--- src/rtl/initial_shift_scheduler_if.sv ---
// Command, memory-port and processor-operand bundle between the polymult controller,
// the normal/accumulator BRAMs, initial_shift_processor and the initial-shift scheduler.
interface initial_shift_scheduler_if #(
    parameter int unsigned WORD_WIDTH = 32,
    parameter int unsigned ADDR_WIDTH = 10
);
    logic                  cmd_valid;
    logic                  cmd_ready;
    logic [15:0]           cmd_shift;
    logic [5:0]            cmd_shift_idx;

    logic                  n_rd_en;
    logic [ADDR_WIDTH-1:0] n_rd_addr;
    logic [WORD_WIDTH-1:0] n_rd_data;

    logic                  a_rd_en;
    logic [ADDR_WIDTH-1:0] a_rd_addr;
    logic [WORD_WIDTH-1:0] a_rd_data;
    logic                  a_wr_en;
    logic [ADDR_WIDTH-1:0] a_wr_addr;
    logic [WORD_WIDTH-1:0] a_wr_data;

    logic [WORD_WIDTH-1:0] proc_word_zero;
    logic [WORD_WIDTH-1:0] proc_word_551;
    logic [WORD_WIDTH-1:0] proc_word_552;
    logic [WORD_WIDTH-1:0] proc_acc_word;
    logic [15:0]           proc_shift;
    logic [5:0]            proc_shift_idx;
    logic                  proc_start;
    logic [WORD_WIDTH-1:0] proc_result;
    logic                  proc_done;

    logic                  done;
    logic                  err;

    modport master (
        output cmd_valid, cmd_shift, cmd_shift_idx, n_rd_data, a_rd_data, proc_result, proc_done,
        input  cmd_ready, n_rd_en, n_rd_addr, a_rd_en, a_rd_addr, a_wr_en, a_wr_addr, a_wr_data,
               proc_word_zero, proc_word_551, proc_word_552, proc_acc_word, proc_shift,
               proc_shift_idx, proc_start, done, err
    );

    modport slave (
        input  cmd_valid, cmd_shift, cmd_shift_idx, n_rd_data, a_rd_data, proc_result, proc_done,
        output cmd_ready, n_rd_en, n_rd_addr, a_rd_en, a_rd_addr, a_wr_en, a_wr_addr, a_wr_data,
               proc_word_zero, proc_word_551, proc_word_552, proc_acc_word, proc_shift,
               proc_shift_idx, proc_start, done, err
    );
endinterface

--- src/rtl/initial_shift_scheduler.sv ---
// Sequences one initial-shift job: fetch normal words 0/551/552 and the target accumulator
// word, run initial_shift_processor, write the result back and report done/err.
module initial_shift_scheduler #(
    parameter int unsigned WORD_WIDTH    = 32,
    parameter int unsigned ADDR_WIDTH    = 10,
    parameter int unsigned NUM_ACC_WORDS = 553,
    parameter int unsigned TIMEOUT_CYC   = 15
) (
    input logic                      clk,
    input logic                      rst,
    initial_shift_scheduler_if.slave bus
);
    localparam int unsigned IDX_W = 11;
    localparam int unsigned CNT_W = 5;
    localparam logic [ADDR_WIDTH-1:0] ADDR_551 = ADDR_WIDTH'(551);
    localparam logic [ADDR_WIDTH-1:0] ADDR_552 = ADDR_WIDTH'(552);

    typedef enum logic [3:0] {
        S_IDLE, S_RD0, S_RD551, S_RD552, S_RDACC, S_START, S_WAIT, S_WB, S_DONE, S_ERR_DONE
    } state_t;

    state_t state, state_nx;

    logic [IDX_W-1:0]      cmd_idx_c;
    logic                  accept_c;
    logic                  timeout_c;
    logic [CNT_W-1:0]      tmo_cnt;
    logic [ADDR_WIDTH-1:0] idx_q;
    logic [15:0]           shift_q;
    logic [5:0]            shift_idx_q;
    logic [WORD_WIDTH-1:0] word_zero_q, word_551_q, word_552_q, acc_word_q, result_q;

    logic                  cmd_ready_d, n_rd_en_d, a_rd_en_d, a_wr_en_d, proc_start_d, done_d, err_d;
    logic [ADDR_WIDTH-1:0] n_rd_addr_d;
    logic                  cmd_ready_q, n_rd_en_q, a_rd_en_q, a_wr_en_q, proc_start_q, done_q, err_q;
    logic [ADDR_WIDTH-1:0] n_rd_addr_q;

    // Range check uses the full 11-bit index so large shifts cannot alias into range
    assign cmd_idx_c = bus.cmd_shift[15:5];
    assign accept_c  = (state == S_IDLE) && bus.cmd_valid;
    // The counter reaches TIMEOUT_CYC on the 16th WAIT cycle; proc_done still wins there
    assign timeout_c = (tmo_cnt == CNT_W'(TIMEOUT_CYC));

    always_ff @(posedge clk or posedge rst) begin
        if (rst) state <= S_IDLE;
        else     state <= state_nx;
    end

    always_comb begin
        state_nx = state;
        case (state)
            S_IDLE:     if (accept_c)
                            state_nx = (cmd_idx_c >= IDX_W'(NUM_ACC_WORDS)) ? S_ERR_DONE : S_RD0;
            S_RD0:      state_nx = S_RD551;
            S_RD551:    state_nx = S_RD552;
            S_RD552:    state_nx = S_RDACC;
            S_RDACC:    state_nx = S_START;
            S_START:    state_nx = S_WAIT;
            S_WAIT:     if (bus.proc_done) state_nx = S_WB;
                        else if (timeout_c) state_nx = S_ERR_DONE;
            S_WB:       state_nx = S_DONE;
            S_DONE:     state_nx = S_IDLE;
            S_ERR_DONE: state_nx = S_IDLE;
            default:    state_nx = S_IDLE;
        endcase
    end

    // Strobes are decoded from the next state so they register in step with the state
    always_comb begin
        cmd_ready_d  = 1'b0;
        n_rd_en_d    = 1'b0;
        n_rd_addr_d  = '0;
        a_rd_en_d    = 1'b0;
        a_wr_en_d    = 1'b0;
        proc_start_d = 1'b0;
        done_d       = 1'b0;
        err_d        = 1'b0;
        case (state_nx)
            S_IDLE:     cmd_ready_d = 1'b1;
            S_RD0:      n_rd_en_d = 1'b1;
            S_RD551:    begin n_rd_en_d = 1'b1; n_rd_addr_d = ADDR_551; end
            S_RD552:    begin n_rd_en_d = 1'b1; n_rd_addr_d = ADDR_552; end
            S_RDACC:    a_rd_en_d = 1'b1;
            S_START:    proc_start_d = 1'b1;
            S_WB:       a_wr_en_d = 1'b1;
            S_DONE:     done_d = 1'b1;
            S_ERR_DONE: begin done_d = 1'b1; err_d = 1'b1; end
            default:    ;
        endcase
    end

    always_ff @(posedge clk or posedge rst) begin
        if (rst) begin
            cmd_ready_q  <= 1'b1;
            n_rd_en_q    <= 1'b0;
            n_rd_addr_q  <= '0;
            a_rd_en_q    <= 1'b0;
            a_wr_en_q    <= 1'b0;
            proc_start_q <= 1'b0;
            done_q       <= 1'b0;
            err_q        <= 1'b0;
        end else begin
            cmd_ready_q  <= cmd_ready_d;
            n_rd_en_q    <= n_rd_en_d;
            n_rd_addr_q  <= n_rd_addr_d;
            a_rd_en_q    <= a_rd_en_d;
            a_wr_en_q    <= a_wr_en_d;
            proc_start_q <= proc_start_d;
            done_q       <= done_d;
            err_q        <= err_d;
        end
    end

    // Command latch, operand capture (1-cycle read latency) and WAIT timeout counter
    always_ff @(posedge clk or posedge rst) begin
        if (rst) begin
            shift_q     <= '0;
            shift_idx_q <= '0;
            idx_q       <= '0;
            word_zero_q <= '0;
            word_551_q  <= '0;
            word_552_q  <= '0;
            acc_word_q  <= '0;
            result_q    <= '0;
            tmo_cnt     <= '0;
        end else begin
            if (accept_c) begin
                shift_q     <= bus.cmd_shift;
                shift_idx_q <= bus.cmd_shift_idx;
                idx_q       <= ADDR_WIDTH'(cmd_idx_c);
            end
            case (state)
                S_RD551: word_zero_q <= bus.n_rd_data;
                S_RD552: word_551_q  <= bus.n_rd_data;
                S_RDACC: word_552_q  <= bus.n_rd_data;
                S_START: begin
                    acc_word_q <= bus.a_rd_data;
                    tmo_cnt    <= '0;
                end
                S_WAIT: begin
                    if (bus.proc_done)  result_q <= bus.proc_result;
                    else if (!timeout_c) tmo_cnt <= tmo_cnt + CNT_W'(1);
                end
                default: ;
            endcase
        end
    end

    assign bus.cmd_ready      = cmd_ready_q;
    assign bus.n_rd_en        = n_rd_en_q;
    assign bus.n_rd_addr      = n_rd_addr_q;
    assign bus.a_rd_en        = a_rd_en_q;
    assign bus.a_rd_addr      = idx_q;
    assign bus.a_wr_en        = a_wr_en_q;
    assign bus.a_wr_addr      = idx_q;
    assign bus.a_wr_data      = result_q;
    assign bus.proc_word_zero = word_zero_q;
    assign bus.proc_word_551  = word_551_q;
    assign bus.proc_word_552  = word_552_q;
    assign bus.proc_acc_word  = acc_word_q;
    assign bus.proc_shift     = shift_q;
    assign bus.proc_shift_idx = shift_idx_q;
    assign bus.proc_start     = proc_start_q;
    assign bus.done           = done_q;
    assign bus.err            = err_q;
endmodule

--- src/flat_wrapper.sv ---
// flat-port wrapper written by rule: the top's interface ports become plain ports
module initial_shift_scheduler_flat 
#(
    parameter int unsigned WORD_WIDTH    = 32,
    parameter int unsigned ADDR_WIDTH    = 10,
    parameter int unsigned NUM_ACC_WORDS = 553,
    parameter int unsigned TIMEOUT_CYC   = 15
)
  (clk, rst, bus_cmd_valid, bus_cmd_shift, bus_cmd_shift_idx, bus_n_rd_data, bus_a_rd_data, bus_proc_result, bus_proc_done, bus_cmd_ready, bus_n_rd_en, bus_n_rd_addr, bus_a_rd_en, bus_a_rd_addr, bus_a_wr_en, bus_a_wr_addr, bus_a_wr_data, bus_proc_word_zero, bus_proc_word_551, bus_proc_word_552, bus_proc_acc_word, bus_proc_shift, bus_proc_shift_idx, bus_proc_start, bus_done, bus_err);
  initial_shift_scheduler_if #(.WORD_WIDTH(WORD_WIDTH), .ADDR_WIDTH(ADDR_WIDTH)) bus_i ();
  input logic clk;
  input logic rst;
  input wire logic [$bits(bus_i.cmd_valid)-1:0] bus_cmd_valid;
  input wire logic [$bits(bus_i.cmd_shift)-1:0] bus_cmd_shift;
  input wire logic [$bits(bus_i.cmd_shift_idx)-1:0] bus_cmd_shift_idx;
  input wire logic [$bits(bus_i.n_rd_data)-1:0] bus_n_rd_data;
  input wire logic [$bits(bus_i.a_rd_data)-1:0] bus_a_rd_data;
  input wire logic [$bits(bus_i.proc_result)-1:0] bus_proc_result;
  input wire logic [$bits(bus_i.proc_done)-1:0] bus_proc_done;
  output wire logic [$bits(bus_i.cmd_ready)-1:0] bus_cmd_ready;
  output wire logic [$bits(bus_i.n_rd_en)-1:0] bus_n_rd_en;
  output wire logic [$bits(bus_i.n_rd_addr)-1:0] bus_n_rd_addr;
  output wire logic [$bits(bus_i.a_rd_en)-1:0] bus_a_rd_en;
  output wire logic [$bits(bus_i.a_rd_addr)-1:0] bus_a_rd_addr;
  output wire logic [$bits(bus_i.a_wr_en)-1:0] bus_a_wr_en;
  output wire logic [$bits(bus_i.a_wr_addr)-1:0] bus_a_wr_addr;
  output wire logic [$bits(bus_i.a_wr_data)-1:0] bus_a_wr_data;
  output wire logic [$bits(bus_i.proc_word_zero)-1:0] bus_proc_word_zero;
  output wire logic [$bits(bus_i.proc_word_551)-1:0] bus_proc_word_551;
  output wire logic [$bits(bus_i.proc_word_552)-1:0] bus_proc_word_552;
  output wire logic [$bits(bus_i.proc_acc_word)-1:0] bus_proc_acc_word;
  output wire logic [$bits(bus_i.proc_shift)-1:0] bus_proc_shift;
  output wire logic [$bits(bus_i.proc_shift_idx)-1:0] bus_proc_shift_idx;
  output wire logic [$bits(bus_i.proc_start)-1:0] bus_proc_start;
  output wire logic [$bits(bus_i.done)-1:0] bus_done;
  output wire logic [$bits(bus_i.err)-1:0] bus_err;
  assign bus_i.cmd_valid = bus_cmd_valid;
  assign bus_i.cmd_shift = bus_cmd_shift;
  assign bus_i.cmd_shift_idx = bus_cmd_shift_idx;
  assign bus_i.n_rd_data = bus_n_rd_data;
  assign bus_i.a_rd_data = bus_a_rd_data;
  assign bus_i.proc_result = bus_proc_result;
  assign bus_i.proc_done = bus_proc_done;
  assign bus_cmd_ready = bus_i.cmd_ready;
  assign bus_n_rd_en = bus_i.n_rd_en;
  assign bus_n_rd_addr = bus_i.n_rd_addr;
  assign bus_a_rd_en = bus_i.a_rd_en;
  assign bus_a_rd_addr = bus_i.a_rd_addr;
  assign bus_a_wr_en = bus_i.a_wr_en;
  assign bus_a_wr_addr = bus_i.a_wr_addr;
  assign bus_a_wr_data = bus_i.a_wr_data;
  assign bus_proc_word_zero = bus_i.proc_word_zero;
  assign bus_proc_word_551 = bus_i.proc_word_551;
  assign bus_proc_word_552 = bus_i.proc_word_552;
  assign bus_proc_acc_word = bus_i.proc_acc_word;
  assign bus_proc_shift = bus_i.proc_shift;
  assign bus_proc_shift_idx = bus_i.proc_shift_idx;
  assign bus_proc_start = bus_i.proc_start;
  assign bus_done = bus_i.done;
  assign bus_err = bus_i.err;
  initial_shift_scheduler #(.WORD_WIDTH(WORD_WIDTH), .ADDR_WIDTH(ADDR_WIDTH), .NUM_ACC_WORDS(NUM_ACC_WORDS), .TIMEOUT_CYC(TIMEOUT_CYC)) u_core (.clk(clk), .rst(rst), .bus(bus_i));
endmodule
--- config.mk ---
export PLATFORM = sky130hd
export DESIGN_NAME = initial_shift_scheduler_flat
export DESIGN_NICKNAME = d
export VERILOG_FILES = /design/src/rtl/initial_shift_scheduler_if.sv /design/src/rtl/initial_shift_scheduler.sv /design/src/flat_wrapper.sv
export SDC_FILE = /design/constraint.sdc
export NUM_CORES = 1
export LEC_CHECK = 0
export CAP_MARGIN = 20
export CORE_ASPECT_RATIO = 0.8
export CORE_UTILIZATION = 31
export DETAILED_ROUTE_END_ITERATION = 8
export GPL_TIMING_DRIVEN = 0
export SLEW_MARGIN = 20
export SYNTH_ARGS = -nofsm -noshare
export SYNTH_HDL_FRONTEND = slang
export SYNTH_SLANG_ARGS = --single-unit
--- constraint.sdc ---
create_clock -name clk -period 6.7 [get_ports clk]
set_input_delay 1.34 -clock clk [delete_from_list [all_inputs] [get_ports clk]]
set_output_delay 1.34 -clock clk [all_outputs]
set_load 0.005 [all_outputs]
==> qor.csv, run 1 <==
stage,metric,value,unit
logic_synthesis,synth_xor_area_share,0.223,%
power,leakagePower,5.23,nW
logic_synthesis,synth_top_family_by_area,multiplexers,
outcome,status,finished clean,
logic_synthesis,synth_compound_area_share,1.40,%
timing,worstMarginPinSlew,0.707,ns
logic_synthesis,synth_area_leaders,"dfrtp_1, mux2_2, mux2_1, buf_4, buf_2",
global_routing,met2_usage,23.5,%
cells_and_area,instances_no_fill,1193,
global_routing,grt_pass1_vias,5407,
timing,hold_viol_final,0,
cts,clkSinkCount,201,
timing,fin_worst_skew,0.00519,ns
cts,clock_path_buffers,3,
place,dp.cells,1153,
hold_path,hold_path.class,reg -> reg,
logic_synthesis,async_flop_share,100,%
place,dpl.hpwl,14.9,mm
setup_path,slowest_delay,0.52,ns
cts,cts_tree,done,
place,finalWeightedCongestion,0.736,
global_routing,grt_use_met1,19.9,%
floorplanning,row_count,51,
setup_path,crit_arrival,1.52,ns
logic_synthesis,synth-seq-area-share,63.9,%
cts,ctsResizeCount,0,
setup_path,crit_buf_inv,1,
cells_and_area,final_util,50.7,%
cts,cts_root_buf,clkbuf_16,
logic_synthesis,syn_inst,489,
logic_synthesis,synth_mux_area_share,26.0,%
logic_synthesis,syn_area,0.00787,mm2
logic_synthesis,synth_top_area_cell,dfrtp_1,
cts,cts_post_setup_buffers_inserted,0,
power,total_power,6.06,mW
setup_path,cp_slowest_cell,clkdlybuf4s50_1,
logic_synthesis,yosys_warnings,0,
cells_and_area,drive_gt1_share,29.0,%
floorplanning,start_util,31.9,%
timing,timing.hold.ws,0.484,ns
floorplanning,die-area,0.0260,mm2
floorplanning,io_pins,341,
floorplanning,fp.coreArea,0.0246,mm2
setup_path,worst_setup_path_end_kind,output port,
logic_synthesis,yosys.area_share.simple,3.37,%
cells_and_area,synthToLayoutAreaGrowth,58.6,%
run,drv_cap,0,
cts,clkTransAtPathRegs,0.06,ns
drt,routedWlPerCell,16.6,um
timing,period_share,42.6,%
logic_synthesis,synth_top_area_share,63.6,%
setup_path,cp_top_family,buffers and inverters,
drt,vias,5173,
cts,cts_hold_buf,0,
power,vdd.ir_drop.worst,0.225,mV
timing,max_freq,350,MHz
setup_path,crit_required,5.36,ns
drt,drt_pre_antenna_iters,4,
power,cellPowerDensity,485,mW/mm2
floorplanning,die_y,145,um
cts,cts_max_level,1,
timing,finalCriticalPeriod,2.86,ns
logic_synthesis,syn_avg_cell_area,16.1,um2
drt,postRouteAntennaNets,0,
cts,cts_buffers,22,
place,io_buffers,336,
timing,setup_viol,0,
global_routing,gr-max-usage-layer,met2,
global_routing,grt_max_degree,33,
setup_path,worstSetupPathType,reg -> out,
global_routing,grt_use_total,15.0,%
logic_synthesis,ys_ff_latch,201,
drt,drc,0,
timing,grt_setup_unrepaired,no,
setup_path,startpoint_type,flip-flop,
global_routing,grt.met3_usage,5.34,%
setup_path,crit_chain,clkdlybuf4s50_1,
logic_synthesis,yosys.area_share.adder,0.318,%
drt,first_iter_violations,143,
timing,max_slew_margin,52.6,%
drt,routed_via_density,4.34,
global_routing,antenna_found_initial,0,
logic_synthesis,synthFlopType,dfrtp_1,
global_routing,grt_pass1_wl,31.1,mm
cells_and_area,nFillCells,2169,
timing,drv_slew,0,
floorplanning,die_w,180,um
timing,finalSetupTns,0,ns
cts,worstSkewPairLatency,0.49,ns
drt,drt-total-wl,19.8,mm
cells_and_area,num_antenna_cells,0,
cells_and_area,layout.nets,983,
global_routing,overflow,0,
logic_synthesis,ys_types,38,
setup_path,path_max_fanout,1,
logic_synthesis,synth-edff-count,0,
==> cells in the final DEF (no fill, tap or decap), types with 3 or more instances in the layout <==
| master | n |
|---|---|
| conb_1 | 4 |
| clkbuf_8 | 4 |
| nand2b_1 | 3 |
| nand3b_1 | 3 |
| nor3_1 | 4 |
| dfrtp_1 | 200 |
| buf_6 | 3 |
| nor4_1 | 3 |
| clkbuf_16 | 23 |
| buf_12 | 6 |
| nor2_1 | 6 |
| o21ai_0 | 5 |
| clkbuf_1 | 7 |
| mux2_1 | 30 |
| mux2_2 | 152 |
| inv_1 | 3 |
| clkinv_2 | 5 |
| buf_2 | 8 |
| clkdlybuf4s50_1 | 336 |
| buf_4 | 37 |
==> where the power goes <==
| part | internal, mW | total [mW] | switching [mW] |
|---|---|---|---|
| Sequential | 1.83 | 2.13 | 0.304 |
| Clock | 0.675 | 1.14 | 0.465 |
| Combinational | 1.89 | 2.79 | 0.894 |
| Total | 4.40 | 6.06 | 1.66 |
==> final cells by class <==
cell class              instances  area, um2  share of cell area [%]
inverters                       4       18.8                   0.150
clock buffers                  34        657                    5.26
clock inverters                 6       33.8                   0.271
multi-input cells             239       2480                    19.9
plain buffers                  48        352                    2.82
repair buffers                343       3510                    28.1
well taps                     318        398                    3.19
flip-flops and latches        201       5030                    40.3
==> path summary, 6_finish.rpt <==
check                                    startpoint                        to  slack (ns)  depth (start not counted)
max                            u_core.bus.cmd_ready             bus_cmd_ready        3.84                          1
max in group asynchronous                       rst        u_core.bus.a_rd_en        4.42                          6
min reg2reg                u_core.bus.a_wr_data[26]  u_core.bus.a_wr_data[26]        0.48                          1
max reg2reg                       u_core.tmo_cnt[0]         u_core.tmo_cnt[3]        4.64                          7
min in group asynchronous                       rst  u_core.bus.a_wr_data[21]        1.18                          2
min                        u_core.bus.a_wr_data[26]  u_core.bus.a_wr_data[26]        0.48                          1
==> synthesized netlist by cell type (2+ instances only) <==
cell type  number
dfrtp_1       200
mux2_2        152
buf_4          37
mux2_1         30
buf_2           8
nor2_1          6
o21ai_0         5
inv_1           4
nor3_1          4
buf_6           3
nand2b_1        3
nand3b_1        3
nor4_1          3
a21oi_1         2
and2_1          2
ha_1            2
nand3_4         2
nor2_4          2
o21a_1          2
==> sequential cells by signal, indices dropped and copies added (netlist names), 4 cells and up <==
name	count
u_core.bus.a_wr_data	32
u_core.bus.proc_acc_word	32
u_core.bus.proc_shift	16
u_core.bus.proc_shift_idx	6
u_core.bus.proc_word_551	32
u_core.bus.proc_word_552	32
u_core.bus.proc_word_zero	32
u_core.state	4
u_core.tmo_cnt	5
==> kinds of logic after synthesis <==
family | count (synthesis)
flops | 201
mux | 182
buf+inv | 52
simple gates | 36
compound gates | 13
fa+ha+maj | 2
xor+xnor | 2
other cells | 1
==> stage by stage <==
step                      setup WS [ns]  instance area (um2)
after CTS                          3.80                12500
after global routing               3.77                12500
after floorplan                    2.76                 7880
after detailed placement           3.73                11800
after global placement            0.941                11600
final                              3.84                12500
==> routing by layer <==
metal,vias up,routed length (um),share of wire (%)
li1,2434,-,-
met1,2534,8810,44
met2,184,8990,45
met3,21,1690,8.5
met4,0,340,1.7
met5,-,0,0
Power figures use the tool's default switching activity.
==> run 2: changes to the inputs <==
clock period = 3 ns   (was 6.7 ns; I/O delays follow)
==> results of run 2 <==
The final DEF is identical to that of run 1. Status: finished clean.
Main changes from that run: setup slack after placement 3.73 ns -> 0.767 ns; setup slack after layout 3.84 ns -> 0.883 ns; hold slack 0.484 ns -> 0.436 ns; register-to-register setup slack 4.64 ns -> 0.94 ns; total power 6.06 mW -> 13.5 mW; worst IR drop on VDD 0.225 mV -> 0.502 mV
